<file path="src/rtl/codificacao_pkg.sv">
// Shared definitions for the 4-bit Gray coding system (encoder/decoder pair).
package codificacao_pkg;

    localparam int CODE_W = 4;

    typedef enum logic [1:0] {
        EST_IDLE   = 2'd0,
        EST_DECODE = 2'd1,
        EST_DONE   = 2'd2
    } estado_t;

    // Whole-word Gray-to-binary conversion, handy as a reference in benches.
    function automatic logic [CODE_W-1:0] gray_para_bin(input logic [CODE_W-1:0] g);
        logic [CODE_W-1:0] b;
        b[CODE_W-1] = g[CODE_W-1];
        for (int i = CODE_W - 2; i >= 0; i--) begin
            b[i] = b[i+1] ^ g[i];
        end
        return b;
    endfunction

endpackage

</file>
<file path="src/rtl/detector_borda.sv">
// Registered rising-edge detector: one-cycle pulse when the input goes 0 -> 1.
module detector_borda (
    input  logic clk,
    input  logic reset,
    input  logic sinal,
    output logic pulso
);

    logic sinal_q;
    logic sinal_d;

    // Next value of the delayed copy is simply the current input.
    always_comb begin
        sinal_d = sinal;
    end

    // Delayed copy clears on reset so an input already high right after release counts as an edge.
    always_ff @(posedge clk) begin
        if (reset) begin
            sinal_q <= 1'b0;
        end else begin
            sinal_q <= sinal_d;
        end
    end

    assign pulso = sinal & ~sinal_q;

endmodule

</file>
<file path="src/rtl/decodificador_gray.sv">
// Serial Gray-to-binary decoder: captures S3..S0 on a rising edge of ready,
// rebuilds the binary word MSB first (one bit per clock), then pulses valid.
module decodificador_gray
    import codificacao_pkg::*;
#(
    parameter int COUNT_W = 8
) (
    input  logic               clk,
    input  logic               reset,
    input  logic               S3,
    input  logic               S2,
    input  logic               S1,
    input  logic               S0,
    input  logic               ready,
    output logic               A,
    output logic               B,
    output logic               C,
    output logic               D,
    output logic               valid,
    output logic               busy,
    output logic               overrun,
    output logic [COUNT_W-1:0] count
);

    estado_t              estado_q, estado_d;
    logic [CODE_W-1:0]    codigo_q, codigo_d;
    logic [CODE_W-1:0]    acc_q, acc_d;
    logic [1:0]           idx_q, idx_d;
    logic [CODE_W-1:0]    saida_q, saida_d;
    logic                 valid_q, valid_d;
    logic                 overrun_q, overrun_d;
    logic [COUNT_W-1:0]   count_q, count_d;
    logic                 inicio;
    logic                 bit_novo;

    detector_borda u_borda (
        .clk   (clk),
        .reset (reset),
        .sinal (ready),
        .pulso (inicio)
    );

    // Current decoded bit: the MSB copies the Gray bit, lower bits XOR with the bit above.
    always_comb begin
        if (idx_q == 2'd3) begin
            bit_novo = codigo_q[3];
        end else begin
            bit_novo = acc_q[idx_q + 2'd1] ^ codigo_q[idx_q];
        end
    end

    // FSM next-state and datapath updates.
    always_comb begin
        estado_d  = estado_q;
        codigo_d  = codigo_q;
        acc_d     = acc_q;
        idx_d     = idx_q;
        saida_d   = saida_q;
        valid_d   = 1'b0;
        overrun_d = overrun_q;
        count_d   = count_q;

        // A start edge while a word is in flight is dropped and flagged.
        if (inicio && (estado_q != EST_IDLE)) begin
            overrun_d = 1'b1;
        end

        case (estado_q)
            EST_IDLE: begin
                if (inicio) begin
                    codigo_d = {S3, S2, S1, S0};
                    acc_d    = '0;
                    idx_d    = 2'd3;
                    estado_d = EST_DECODE;
                end
            end
            EST_DECODE: begin
                acc_d[idx_q] = bit_novo;
                if (idx_q == 2'd0) begin
                    // Outputs, valid and count are committed on the edge into DONE,
                    // so they are all visible together during the DONE cycle.
                    saida_d  = {acc_q[3:1], bit_novo};
                    valid_d  = 1'b1;
                    count_d  = count_q + 1'b1;
                    estado_d = EST_DONE;
                end else begin
                    idx_d = idx_q - 2'd1;
                end
            end
            EST_DONE: begin
                estado_d = EST_IDLE;
            end
            default: begin
                estado_d = EST_IDLE;
            end
        endcase
    end

    // State registers; reset wins over any event in the same cycle.
    always_ff @(posedge clk) begin
        if (reset) begin
            estado_q  <= EST_IDLE;
            codigo_q  <= '0;
            acc_q     <= '0;
            idx_q     <= 2'd0;
            saida_q   <= '0;
            valid_q   <= 1'b0;
            overrun_q <= 1'b0;
            count_q   <= '0;
        end else begin
            estado_q  <= estado_d;
            codigo_q  <= codigo_d;
            acc_q     <= acc_d;
            idx_q     <= idx_d;
            saida_q   <= saida_d;
            valid_q   <= valid_d;
            overrun_q <= overrun_d;
            count_q   <= count_d;
        end
    end

    assign {A, B, C, D} = saida_q;
    assign valid        = valid_q;
    assign busy         = (estado_q != EST_IDLE);
    assign overrun      = overrun_q;
    assign count        = count_q;

endmodule

</file>
<file path="config.mk">
export PLATFORM = sky130hd
export DESIGN_NAME = decodificador_gray
export DESIGN_NICKNAME = d
export VERILOG_FILES = /design/src/rtl/codificacao_pkg.sv /design/src/rtl/detector_borda.sv /design/src/rtl/decodificador_gray.sv
export SDC_FILE = /design/constraint.sdc
export NUM_CORES = 1
export LEC_CHECK = 0
export BUFFER_PORTS_ARGS = -buffer_cell sky130_fd_sc_hd__buf_2
export CORE_MARGIN = 1
export CORE_UTILIZATION = 52
export DETAILED_ROUTE_END_ITERATION = 8
export PLACE_DENSITY = 0.76
export SLEW_MARGIN = 30
export SYNTH_ARGS = -nofsm -noshare
export SYNTH_HDL_FRONTEND = slang
export SYNTH_SLANG_ARGS = --single-unit
</file>
<file path="constraint.sdc">
create_clock -name clk -period 1.9 [get_ports clk]
set_input_delay 0.19 -clock clk [delete_from_list [all_inputs] [get_ports clk]]
set_output_delay 0.19 -clock clk [all_outputs]
set_load 0.02 [all_outputs]
</file>
==> results of run 1 <==
## registers in the layout, indices dropped and copies added, names as in the netlist
name	flops
saida_q	4
count	8
u_borda.sinal_q	1
estado_q	2
codigo_q	4
overrun	1
valid	1
idx_q	2
acc_q	4
## synthesized netlist by cell type
library cell               count  area (sq um)
sky130_fd_sc_hd__a211oi_1      1         7.510
sky130_fd_sc_hd__a21oi_1       6         30.03
sky130_fd_sc_hd__a21oi_2       1         8.760
sky130_fd_sc_hd__a221oi_1      1         8.760
sky130_fd_sc_hd__a31oi_1       1         6.260
sky130_fd_sc_hd__a32oi_1       1         8.760
sky130_fd_sc_hd__and2b_1       1         7.510
sky130_fd_sc_hd__and3_1        1         6.260
sky130_fd_sc_hd__and3b_1       1         8.760
sky130_fd_sc_hd__buf_2         1         5.000
sky130_fd_sc_hd__clkbuf_1      4         15.01
sky130_fd_sc_hd__dfxtp_1      27         540.5
sky130_fd_sc_hd__ha_1          5         62.56
sky130_fd_sc_hd__inv_1         3         11.26
sky130_fd_sc_hd__mux2i_1       4         40.04
sky130_fd_sc_hd__mux4_2        2         45.04
sky130_fd_sc_hd__nand2_1      13         48.80
sky130_fd_sc_hd__nand3_1       4         20.02
sky130_fd_sc_hd__nand3b_1      2         15.01
sky130_fd_sc_hd__nand4_1       3         18.77
sky130_fd_sc_hd__nor2_1       19         71.32
sky130_fd_sc_hd__nor2b_1       2         12.51
sky130_fd_sc_hd__nor3_1        3         15.01
sky130_fd_sc_hd__nor4b_4       1         23.77
sky130_fd_sc_hd__o21ai_0       1         5.000
sky130_fd_sc_hd__o21ai_1       4         20.02
sky130_fd_sc_hd__or2_2         1         6.260
sky130_fd_sc_hd__or3_1         1         6.260
sky130_fd_sc_hd__xnor2_1       3         26.28
sky130_fd_sc_hd__xor2_1        4         35.03
## report_power, final
group	total (mW)	internal, mW	switching (mW)
logic	0.148	0.0643	0.0842
clock network	0.246	0.0806	0.166
registers	0.608	0.588	0.0202
## logic make-up (layout without fill, tap and decap cells)
family | Yosys count | in the layout | synth area share
multiplexers | 6 | 6 | 0.07489
AO/OA/AOI/OAI | 16 | 16 | 0.08371
adder cells (fa/ha/maj) | 5 | 5 | 0.05507
buffers and inverters | 8 | 31 | 0.02752
flip-flops | 27 | 27 | 0.4758
XOR/XNOR | 7 | 7 | 0.05397
AND/OR/NAND/NOR | 52 | 52 | 0.2291
## cell type report
cell class	instances	area [sq um]	area share
multi-input combinational	86	564.3	0.4316
clock inverter	1	7.507	0.005742
inverter	3	11.26	0.008612
timing repair buffer	24	127.6	0.09761
sequential	27	540.5	0.4134
clock buffer	3	22.52	0.01722
tap	27	33.78	0.02584
## how the worst min path moves through the flow
stage | to | slack [ns] | depth (start not counted) | start
2_1_floorplan | u_borda.sinal_q$_SDFF_PP0_ | 0.32 | 1 | ready
3_3_place_gp | codigo_q[1]$_SDFFE_PP0P_ | 0.42 | 3 | S1
3_5_place_dp | codigo_q[2]$_SDFFE_PP0P_ | 0.44 | 3 | S2
4_1_cts | codigo_q[2]$_SDFFE_PP0P_ | 0.08 | 3 | S2
5_1_grt | u_borda.sinal_q$_SDFF_PP0_ | 0.11 | 2 | ready
6_report | codigo_q[2]$_SDFFE_PP0P_ | 0.09 | 3 | S2
## layout by cell type, fill, tap and decap left out, types with 3 or more instances in the layout
master,count
sky130_fd_sc_hd__dfxtp_1,27
sky130_fd_sc_hd__buf_2,21
sky130_fd_sc_hd__nor2_1,19
sky130_fd_sc_hd__nand2_1,13
sky130_fd_sc_hd__a21oi_1,6
sky130_fd_sc_hd__ha_1,5
sky130_fd_sc_hd__nand3_1,4
sky130_fd_sc_hd__xor2_1,4
sky130_fd_sc_hd__o21ai_1,4
sky130_fd_sc_hd__mux2i_1,4
sky130_fd_sc_hd__inv_1,3
sky130_fd_sc_hd__nand4_1,3
sky130_fd_sc_hd__nor3_1,3
sky130_fd_sc_hd__xnor2_1,3
sky130_fd_sc_hd__clkbuf_4,3
sky130_fd_sc_hd__buf_4,3
## worst min-delay path: cells and delay by family
family        cells  cell delay (ns)
buf+inv           1             0.08
simple gates      1             0.07
mux               1             0.05
## routing by layer
| metal | part of all wire | track usage | vias up |
|---|---|---|---|
| li1 | - | - | 457 |
| met1 | 0.47 | 0.2520 | 401 |
| met2 | 0.45 | 0.3241 | 31 |
| met3 | 0.062 | 0.02830 | 5 |
| met4 | 0.021 | 0.1029 | 0 |
| met5 | 0 | 0 | - |
==> impl_table.tex, run 1 <==
\begin{tabular}{lr}
\hline
Metric & Value \\
\hline
\multicolumn{2}{l}{\textbf{Power and ir drop}} \\
Power per unit of standard cell area & 767.0 nW/um\^{}2 \\
VDD IR-drop max & 600.4 uV \\
Total design power & 1.003 mW \\
Leak Pwr & 0.5572 nW \\
\multicolumn{2}{l}{\textbf{Logic synthesis}} \\
Total of warnings raised by yosys & 0 \\
Synthesis-stage register bit count & 27 \\
Cells after synthesis & 121 \\
Netlist cell types & 30 \\
Proportion of synthesized chip area in sequential cells & 0.4758 \\
Post-synthesis cell area & 1136 sq um \\
Number of nets produced by synthesis & 133 \\
Avg Inst Size Synth & 9.389 sq um \\
\multicolumn{2}{l}{\textbf{Status}} \\
Run status & finished clean \\
\multicolumn{2}{l}{\textbf{Die}} \\
Site Rows & 16 \\
Die Y & 48.74 um \\
Placeable core area & 2002 sq um \\
I/O pin count & 22 \\
Horiz. Die Dim & 48.74 um \\
Initial Utilization & 0.5675 \\
Total Die Area & 2376 sq um \\
\multicolumn{2}{l}{\textbf{Clocking}} \\
CTS Buf Count & 3 \\
Latest clock arrival within the worst-skew pair & 0.33 ns \\
Clock buffer depth & 2 \\
CTS Hold Bufs & 0 \\
Number of post-CTS setup repair buffers & 0 \\
Sinks on the clock net & 27 \\
Level count of the clock H-tree & 1 \\
TritonCTS clock tree & done \\
Clock tree root buffer cell & sky130\_fd\_sc\_hd\_\_clkbuf\_4 \\
Clock-pin slew of the registers on the worst-case setup and hold paths & 0.14 ns \\
Cts repair resizes & 0 \\
\multicolumn{2}{l}{\textbf{Final layout}} \\
Share of the core filled with cells & 0.6531 \\
Synth-to-Final Area Change & 15.09\% \\
Final nets & 157 \\
Fraction of layout cells with a size suffix above 1 & 0.2292 \\
Filler cells & 180 \\
Post-route non-filler standard cell count & 171 \\
Design area & 1308 sq um \\
Antenna diode count & 0 \\
\multicolumn{2}{l}{\textbf{Timing}} \\
Period minus WS final & 1.724 ns \\
Fraction of the cycle the final worst path needs & 0.9071 \\
Setup Viol. Count Final & 0 \\
Sum of negative setup slack & 0 ns \\
Setup repair after global routing missed its margin & false \\
Worst slew margin & 0.6822 \\
Slew of the pin with the lowest slew margin & 0.4768 ns \\
Clock skew & 0.008162 ns \\
Hold Vio Cnt, Final & 0 \\
Timing-limited maximum frequency & 0.5802 GHz \\
Worst hold slack after final layout & 0.08715 ns \\
Smallest setup slack after layout & 0.1764 ns \\
Final max-slew violation count & 0 \\
\multicolumn{2}{l}{\textbf{Critical path}} \\
Max incr delay on CP & 0.42 ns \\
CP Cell Sequence & inv\_1, ha\_1, mux4\_2, xor2\_1, a21oi\_2, o21ai\_1 \\
Capturing element type of the critical path & flip-flop \\
Launch instance of the worst register-to-register path & idx\_q[0]\$\_SDFFE\_PP0P\_ \\
Critical R2R Capture & acc\_q[2]\$\_SDFFE\_PP0P\_ \\
Worst EP arrival & 1.95 ns \\
Register-to-register setup slack & 0.18 ns \\
Total buffers and inverters traversed by the critical path & 1 \\
Logic depth of the worst setup path including buffers & 6 \\
Critical Path Source & idx\_q[0]\$\_SDFFE\_PP0P\_ \\
Element type at the critical path start & flip-flop \\
Data required time at the worst endpoint & 2.13 ns \\
Cell with the largest stage delay on the worst path & sky130\_fd\_sc\_hd\_\_dfxtp\_1 \\
Crit path to & acc\_q[2]\$\_SDFFE\_PP0P\_ \\
Family with the most delay on the worst path & flip-flops \\
Register-to-Register Path Depth & 6 \\
Max Fanout on Critical Path & 4 \\
Type of the worst setup path & flip-flop to flip-flop \\
\multicolumn{2}{l}{\textbf{Placement}} \\
Cell area reported after detailed placement & 1277 sq um \\
Pre-CTS setup slack & 0.2061 ns \\
Total of buffers placed on input and output ports & 21 \\
Global placer's final weighted congestion & 0.8114 \\
Placed Instances & 167 \\
Placed wire-length estimate after detailed placement & 1.546 mm \\
\multicolumn{2}{l}{\textbf{Detailed routing}} \\
Iteration-0 DRC count of the detailed router & 25 \\
Detailed-route vias per instance & 5.228 \\
Total Routed Length & 2.097 mm \\
DRC & 0 \\
Via total after detailed routing & 894 \\
Number of antenna-violating nets in the routed design & 0 \\
Final routed wire length divided by cell count & 12.26 um \\
Drt first pass iters & 4 \\
\multicolumn{2}{l}{\textbf{GRT}} \\
Maximum number of pins on one net before global-route repair & 28 \\
Global route total overflow & 0 \\
First-pass GRT wire length & 3.636 mm \\
Antenna violations before repair & 0 \\
Overall Global Routing Usage & 0.1980 \\
Vias in the first global route & 826 \\
\multicolumn{2}{l}{\textbf{Run}} \\
Number of max-capacitance violations reported & 0 \\
\multicolumn{2}{l}{\textbf{Worst hold path}} \\
Classification of the worst-slack hold path & primary input to flip-flop \\
\hline
\end{tabular}
Power figures use the tool's default switching activity.
==> run 2, diff against run 1 <==
- CORE_UTILIZATION: 52 -> 25
- PLACE_DENSITY: 0.76 -> default
==> impl_table.tex, run 2 (same netlist as run 1, synthesis figures left out) <==
\begin{tabular}{lr}
\hline
Metric & Value \\
\hline
\multicolumn{2}{l}{\textbf{Clocking}} \\
Clock-pin slew of the registers on the worst-case setup and hold paths & 0.09 ns (-0.05 ns) \\
Latest clock arrival within the worst-skew pair & 0.27 ns (-0.06 ns) \\
Cts repair resizes & 0 (unchanged) \\
TritonCTS clock tree & done \\
Sinks on the clock net & 27 (unchanged) \\
CTS Hold Bufs & 0 (unchanged) \\
Clock buffer depth & 2 (unchanged) \\
Clock tree root buffer cell & sky130\_fd\_sc\_hd\_\_clkbuf\_8 \\
CTS Buf Count & 3 (unchanged) \\
Level count of the clock H-tree & 1 (unchanged) \\
Number of post-CTS setup repair buffers & 0 (unchanged) \\
\multicolumn{2}{l}{\textbf{Timing}} \\
Clock skew & 0.006113 ns (-0.002049 ns) \\
Worst slew margin & 0.7987 (+0.1166) \\
Period minus WS final & 1.700 ns (-0.02326 ns) \\
Timing-limited maximum frequency & 0.5881 GHz (+1.4\%) \\
Setup Viol. Count Final & 0 (unchanged) \\
Fraction of the cycle the final worst path needs & 0.8949 (-0.01224) \\
Sum of negative setup slack & 0 ns (unchanged) \\
Slew of the pin with the lowest slew margin & 0.3019 ns (-0.1749 ns) \\
Hold Vio Cnt, Final & 0 (unchanged) \\
Final max-slew violation count & 0 (unchanged) \\
Setup repair after global routing missed its margin & false \\
\multicolumn{2}{l}{\textbf{Critical path}} \\
Register-to-Register Path Depth & 6 (unchanged) \\
Max Fanout on Critical Path & 5 (+1) \\
Total buffers and inverters traversed by the critical path & 1 (unchanged) \\
Element type at the critical path start & flip-flop \\
Launch instance of the worst register-to-register path & idx\_q[0]\$\_SDFFE\_PP0P\_ \\
Cell with the largest stage delay on the worst path & sky130\_fd\_sc\_hd\_\_dfxtp\_1 \\
Type of the worst setup path & flip-flop to flip-flop \\
Data required time at the worst endpoint & 2.06 ns (-0.07 ns) \\
Max incr delay on CP & 0.42 ns (about the same) \\
Capturing element type of the critical path & flip-flop \\
Family with the most delay on the worst path & flip-flops \\
Worst EP arrival & 1.86 ns (-0.09 ns) \\
Critical R2R Capture & acc\_q[2]\$\_SDFFE\_PP0P\_ \\
Register-to-register setup slack & 0.20 ns (+0.02 ns) \\
CP Cell Sequence & inv\_1, ha\_1, mux4\_2, xor2\_1, a21oi\_2, o21ai\_1 \\
\multicolumn{2}{l}{\textbf{Final layout}} \\
Synth-to-Final Area Change & 19.93\% \\
Leading cell types in the layout, fill and taps excluded & sky130\_fd\_sc\_hd\_\_dfxtp\_1, sky130\_fd\_sc\_hd\_\_buf\_2, sky130\_fd\_sc\_hd\_\_nor2\_1, sky130\_fd\_sc\_hd\_\_nand2\_1, sky130\_fd\_sc\_hd\_\_a21oi\_1 \\
Design area & 1363 sq um (+4.2\%) \\
Fraction of layout cells with a size suffix above 1 & 0.2345 (+0.005316) \\
Final nets & 158 (+0.64\%) \\
Most common cell after layout, fill and taps aside & sky130\_fd\_sc\_hd\_\_dfxtp\_1 \\
Antenna diode count & 0 (unchanged) \\
Flip-flop count of the largest register after layout & 8 (unchanged) \\
Filler cells & 454 (+150\%) \\
\multicolumn{2}{l}{\textbf{GRT}} \\
Maximum number of pins on one net before global-route repair & 16 (-43\%) \\
First-pass GRT wire length & 3.615 mm (-0.58\%) \\
Global route total overflow & 0 (unchanged) \\
Antenna violations before repair & 0 (unchanged) \\
Vias in the first global route & 799 (-3.3\%) \\
Overall Global Routing Usage & 0.09183 (-0.1062) \\
\multicolumn{2}{l}{\textbf{Placement}} \\
Cell area reported after detailed placement & 1316 sq um (+3.0\%) \\
Total of buffers placed on input and output ports & 21 (unchanged) \\
Global placer's final weighted congestion & 0.7524 (-7.3\%) \\
Placed wire-length estimate after detailed placement & 1.513 mm (-2.1\%) \\
\multicolumn{2}{l}{\textbf{Power and ir drop}} \\
VDD IR-drop max & 358.6 uV (-40\%) \\
Total design power & 1.077 mW (+7.4\%) \\
Leak Pwr & 0.5735 nW (+2.9\%) \\
Power per unit of standard cell area & 790.3 nW/um\^{}2 (+3.0\%) \\
\multicolumn{2}{l}{\textbf{Die}} \\
Die Y & 69.41 um (+42\%) \\
Initial Utilization & 0.2609 (-0.3066) \\
Horiz. Die Dim & 69.41 um (+42\%) \\
Placeable core area & 4354 sq um (+120\%) \\
I/O pin count & 22 (unchanged) \\
Site Rows & 24 (+8) \\
Total Die Area & 4818 sq um (+100\%) \\
\multicolumn{2}{l}{\textbf{Detailed routing}} \\
Final routed wire length divided by cell count & 10.68 um (-13\%) \\
Drt first pass iters & 4 (unchanged) \\
Number of antenna-violating nets in the routed design & 0 (unchanged) \\
Via total after detailed routing & 893 (-0.11\%) \\
Total Routed Length & 2.103 mm (+0.29\%) \\
Iteration-0 DRC count of the detailed router & 52 (+110\%) \\
Detailed-route vias per instance & 4.533 (-13\%) \\
DRC & 0 (unchanged) \\
\multicolumn{2}{l}{\textbf{Run}} \\
Number of max-capacitance violations reported & 0 (unchanged) \\
\multicolumn{2}{l}{\textbf{Status}} \\
Run status & finished clean \\
\multicolumn{2}{l}{\textbf{Worst hold path}} \\
Cell count of the worst hold path & 3 (unchanged) \\
Min-delay src & S3 \\
Classification of the worst-slack hold path & primary input to flip-flop \\
Destination of the worst hold path & codigo\_q[3]\$\_SDFFE\_PP0P\_ \\
\hline
\end{tabular}
run 2: changes by cell type in the layout (fill, tap and decap cells not counted), sizes merged:
cell	delta
buf	+1
clkinv	+1
clkinvlp	-1
run 2: tightest hold or removal path, cell delays in order:
cell,delay [ns]
sky130_fd_sc_hd__buf_2,0.08
sky130_fd_sc_hd__mux2i_1,0.05
sky130_fd_sc_hd__nor2_1,0.07
run 2: routing by layer:
layer  track usage  part of all wire  vias to the layer above  routed length (um)
li1              -                 -                      466                   -
met1        0.1237              0.52                      408                1086
met2        0.1456              0.44                       15                 922
met3      0.008721             0.025                        4                  52
met4       0.04762             0.020                        0                  42
met5             0                 0                        -                   0
run 2: final cells by class:
cell class | count | area (sq um) | area share
Inverter | 3 | 11.26 | 0.008264
Multi-Input combinational cell | 86 | 564.3 | 0.4141
Timing Repair Buffer | 25 | 135.1 | 0.09917
Clock buffer | 3 | 41.29 | 0.03030
Tap cell | 52 | 65.06 | 0.04775
Clock inverter | 1 | 5.005 | 0.003673
Sequential cell | 27 | 540.5 | 0.3967
run 2: through the flow:
stage / util / cells / hold slack (ns) / setup slack, ns
finish: 0.3129 / 197 / 0.1533 / 0.1997
global route: 0.3129 / 197 / 0.1630 / 0.07967
CTS: 0.3129 / 197 / 0.1537 / 0.1961
detailed placement: 0.3023 / 193 / 0.4405 / 0.2075
global placement: 0.3023 / 193 / 0.4270 / 0.2310
floorplan: - / 121 / 0.3182 / 0.2253
run 2: power by group:
| group | switching (mW) | internal (mW) | total [mW] |
|---|---|---|---|
| Clock | 0.177 | 0.147 | 0.324 |
| Combinational | 0.0804 | 0.0648 | 0.145 |
| Sequential | 0.0209 | 0.587 | 0.608 |
run 2: worst max path at each step:
stage	cells after the start	from	end	slack (ns)
floorplan	6	idx_q[0]$_SDFFE_PP0P_	acc_q[2]$_SDFFE_PP0P_	0.23
global placement	6	idx_q[0]$_SDFFE_PP0P_	acc_q[2]$_SDFFE_PP0P_	0.23
detailed placement	6	idx_q[0]$_SDFFE_PP0P_	acc_q[2]$_SDFFE_PP0P_	0.21
finish	6	idx_q[0]$_SDFFE_PP0P_	acc_q[2]$_SDFFE_PP0P_	0.20
CTS	6	idx_q[0]$_SDFFE_PP0P_	acc_q[2]$_SDFFE_PP0P_	0.20
global route	6	idx_q[0]$_SDFFE_PP0P_	acc_q[2]$_SDFFE_PP0P_	0.08
==> run 3, diff against run 2 <==
- SYNTH_HIERARCHICAL: default -> 1
==> impl_table.tex, run 3 <==
\begin{tabular}{lr}
\hline
Metric & Value \\
\hline
\multicolumn{2}{l}{\textbf{Clocking}} \\
Sinks on the clock net & 27 (unchanged) \\
Clock tree root buffer cell & sky130\_fd\_sc\_hd\_\_clkbuf\_8 \\
TritonCTS clock tree & done \\
Clock buffer depth & 2 (unchanged) \\
CTS Hold Bufs & 0 (unchanged) \\
Clock-pin slew of the registers on the worst-case setup and hold paths & 0.09 ns (about the same) \\
Cts repair resizes & 0 (unchanged) \\
CTS Buf Count & 3 (unchanged) \\
Latest clock arrival within the worst-skew pair & 0.28 ns (about the same) \\
Number of post-CTS setup repair buffers & 0 (unchanged) \\
Level count of the clock H-tree & 1 (unchanged) \\
\multicolumn{2}{l}{\textbf{Logic synthesis}} \\
Netlist cell types & 27 (-10\%) \\
Total of warnings raised by yosys & 6 (+6) \\
Main flop type after synthesis & sky130\_fd\_sc\_hd\_\_dfxtp\_1 \\
Synth cell count leaders & sky130\_fd\_sc\_hd\_\_dfxtp\_1, sky130\_fd\_sc\_hd\_\_nor2\_1, sky130\_fd\_sc\_hd\_\_a21oi\_1 \\
Post-synthesis cell area & 1230 sq um (+8.3\%) \\
Most frequent cell after synthesis & sky130\_fd\_sc\_hd\_\_dfxtp\_1 \\
Proportion of synthesized chip area in sequential cells & 0.4395 (-0.03630) \\
Area share of the largest cell type after synthesis & 0.4395 (-0.03630) \\
Cells after synthesis & 140 (+16\%) \\
Cell types occupying the most area after synthesis & sky130\_fd\_sc\_hd\_\_dfxtp\_1, sky130\_fd\_sc\_hd\_\_nor2\_1, sky130\_fd\_sc\_hd\_\_a21oi\_1 \\
Largest area contributor in the netlist & sky130\_fd\_sc\_hd\_\_dfxtp\_1 \\
Avg Inst Size Synth & 8.785 sq um (-6.4\%) \\
Post-synth EDFFs & 0 (unchanged) \\
Number of nets produced by synthesis & 152 (+14\%) \\
Async set-reset flop share out of synthesis & 0 (unchanged) \\
Synthesis-stage register bit count & 27 (unchanged) \\
\multicolumn{2}{l}{\textbf{Placement}} \\
Placed wire-length estimate after detailed placement & 1.811 mm (+20\%) \\
Total of buffers placed on input and output ports & 21 (unchanged) \\
Global placer's final weighted congestion & 0.8276 (+10\%) \\
Pre-CTS setup slack & 0.1580 ns (-0.04955 ns) \\
\multicolumn{2}{l}{\textbf{Worst hold path}} \\
Classification of the worst-slack hold path & primary input to flip-flop \\
\multicolumn{2}{l}{\textbf{Detailed routing}} \\
Total Routed Length & 2.430 mm (+16\%) \\
Final routed wire length divided by cell count & 10.61 um (-0.60\%) \\
DRC & 0 (unchanged) \\
Detailed-route vias per instance & 4.314 (-4.8\%) \\
Via total after detailed routing & 988 (+11\%) \\
Drt first pass iters & 4 (unchanged) \\
Iteration-0 DRC count of the detailed router & 21 (-60\%) \\
Number of antenna-violating nets in the routed design & 0 (unchanged) \\
\multicolumn{2}{l}{\textbf{GRT}} \\
Antenna violations before repair & 0 (unchanged) \\
Maximum number of pins on one net before global-route repair & 19 (+3) \\
Global route total overflow & 0 (unchanged) \\
First-pass GRT wire length & 4.188 mm (+16\%) \\
Overall Global Routing Usage & 0.1033 (+0.01148) \\
Vias in the first global route & 951 (+19\%) \\
\multicolumn{2}{l}{\textbf{Timing}} \\
Clock skew & 0.006313 ns (+0.0002000 ns) \\
Fraction of the cycle the final worst path needs & 0.9139 (+0.01899) \\
Final max-slew violation count & 0 (unchanged) \\
Sum of negative setup slack & 0 ns (unchanged) \\
Timing-limited maximum frequency & 0.5759 GHz (-2.1\%) \\
Hold Vio Cnt, Final & 0 (unchanged) \\
Period minus WS final & 1.736 ns (+0.03609 ns) \\
Smallest setup slack after layout & 0.1636 ns (-0.03609 ns) \\
Setup Viol. Count Final & 0 (unchanged) \\
Setup repair after global routing missed its margin & false \\
Worst slew margin & 0.7004 (-0.09840) \\
Slew of the pin with the lowest slew margin & 0.4475 ns (+0.1456 ns) \\
\multicolumn{2}{l}{\textbf{Final layout}} \\
Flip-flop count of the largest register after layout & 8 (unchanged) \\
Most common cell after layout, fill and taps aside & sky130\_fd\_sc\_hd\_\_dfxtp\_1 \\
Leading cell types in the layout, fill and taps excluded & sky130\_fd\_sc\_hd\_\_dfxtp\_1, sky130\_fd\_sc\_hd\_\_buf\_2, sky130\_fd\_sc\_hd\_\_nor2\_1, sky130\_fd\_sc\_hd\_\_a21oi\_1, sky130\_fd\_sc\_hd\_\_nand2\_1 \\
Filler cells & 525 (+16\%) \\
Fraction of layout cells with a size suffix above 1 & 0.2222 (-0.01226) \\
Synth-to-Final Area Change & 19.23\% \\
Final nets & 175 (+11\%) \\
Antenna diode count & 0 (unchanged) \\
Share of the core filled with cells & 0.3105 (-0.002467) \\
\multicolumn{2}{l}{\textbf{Power and ir drop}} \\
Leak Pwr & 0.6039 nW (+5.3\%) \\
Power per unit of standard cell area & 758.4 nW/um\^{}2 (-4.0\%) \\
VDD IR-drop max & 237.5 uV (-34\%) \\
\multicolumn{2}{l}{\textbf{Critical path}} \\
Data required time at the worst endpoint & 2.07 ns (about the same) \\
Worst EP arrival & 1.91 ns (+0.05 ns) \\
Type of the worst setup path & flip-flop to flip-flop \\
Capturing element type of the critical path & flip-flop \\
Max Fanout on Critical Path & 7 (+2) \\
Element type at the critical path start & flip-flop \\
\multicolumn{2}{l}{\textbf{Die}} \\
Horiz. Die Dim & 72.14 um (+3.9\%) \\
Initial Utilization & 0.2604 (-0.0005222) \\
Die Y & 72.14 um (+3.9\%) \\
Placeable core area & 4723 sq um (+8.5\%) \\
I/O pin count & 22 (unchanged) \\
Total Die Area & 5204 sq um (+8.0\%) \\
Site Rows & 25 (+4.2\%) \\
\multicolumn{2}{l}{\textbf{Status}} \\
Run status & finished clean \\
\multicolumn{2}{l}{\textbf{Run}} \\
Number of max-capacitance violations reported & 0 (unchanged) \\
\hline
\end{tabular}
==> run 3: final timing paths <==
check | startpoint | end | slack (ns) | cells past startpoint
min | ready | u_borda/sinal_q$_SDFF_PP0_ | 0.14 | 2
min reg2reg | saida_q[1]$_SDFFE_PP0P_ | saida_q[1]$_SDFFE_PP0P_ | 0.45 | 2
max | idx_q[0]$_SDFFE_PP0P_ | acc_q[0]$_SDFFE_PP0P_ | 0.16 | 6
max reg2reg | idx_q[0]$_SDFFE_PP0P_ | acc_q[0]$_SDFFE_PP0P_ | 0.16 | 6
==> run 3: logic make-up (layout without fill, tap and decap cells) <==
family | Yosys count | after routing | synth area share
and+or+nand+nor | 57 | 57 | 0.2462
DFF | 27 | 27 | 0.4395
AOI/OAI and AO/OA | 27 | 27 | 0.1139
xor gates and xnor gates | 7 | 7 | 0.04985
buffers and inverters | 12 | 34 | 0.03866
adders and majority gates | 5 | 5 | 0.05086
muxes | 5 | 5 | 0.06104
==> run 3: stage by stage <==
step           instance area (sq um)  instances  power [mW]  hold slack [ns]
6_report                        1466        229       1.112           0.1427
5_1_grt                         1466        229       1.171           0.1434
4_1_cts                         1466        229       1.129           0.1416
3_5_place_dp                    1420        225      0.7984           0.4318
3_3_place_gp                    1420        225      0.7974           0.4260
2_1_floorplan                   1230        140      0.7482           0.2543
==> run 3: critical path, cell delays in order, from the launching register on <==
cell                      delay, ns
sky130_fd_sc_hd__dfxtp_1       0.48
sky130_fd_sc_hd__inv_1         0.12
sky130_fd_sc_hd__ha_1          0.33
sky130_fd_sc_hd__mux4_2        0.30
sky130_fd_sc_hd__xor2_1        0.16
sky130_fd_sc_hd__nor2_2        0.15
sky130_fd_sc_hd__o21ai_1       0.09
==> run 3: cell type report <==
type	count	area, sq um	area share
multi-input cells	101	641.9	0.4377
clock buffers	3	41.29	0.02816
flip-flops and latches	27	540.5	0.3686
inverters	5	18.77	0.01280
clock inverters	1	5.005	0.003413
repair buffers	25	135.1	0.09215
well taps	67	83.83	0.05717
==> run 3: where the power goes <==
group	switching, mW	internal (mW)	total, mW
registers	0.0272	0.587	0.615
clock network	0.181	0.147	0.328
logic	0.0958	0.0732	0.169
==> run 3: per-layer routing <==
metal | track usage | routed length [um]
met1 | 0.1252 | 1213
met3 | 0.01667 | 85
met2 | 0.1672 | 1054
met5 | 0 | 0
met4 | 0.07190 | 76
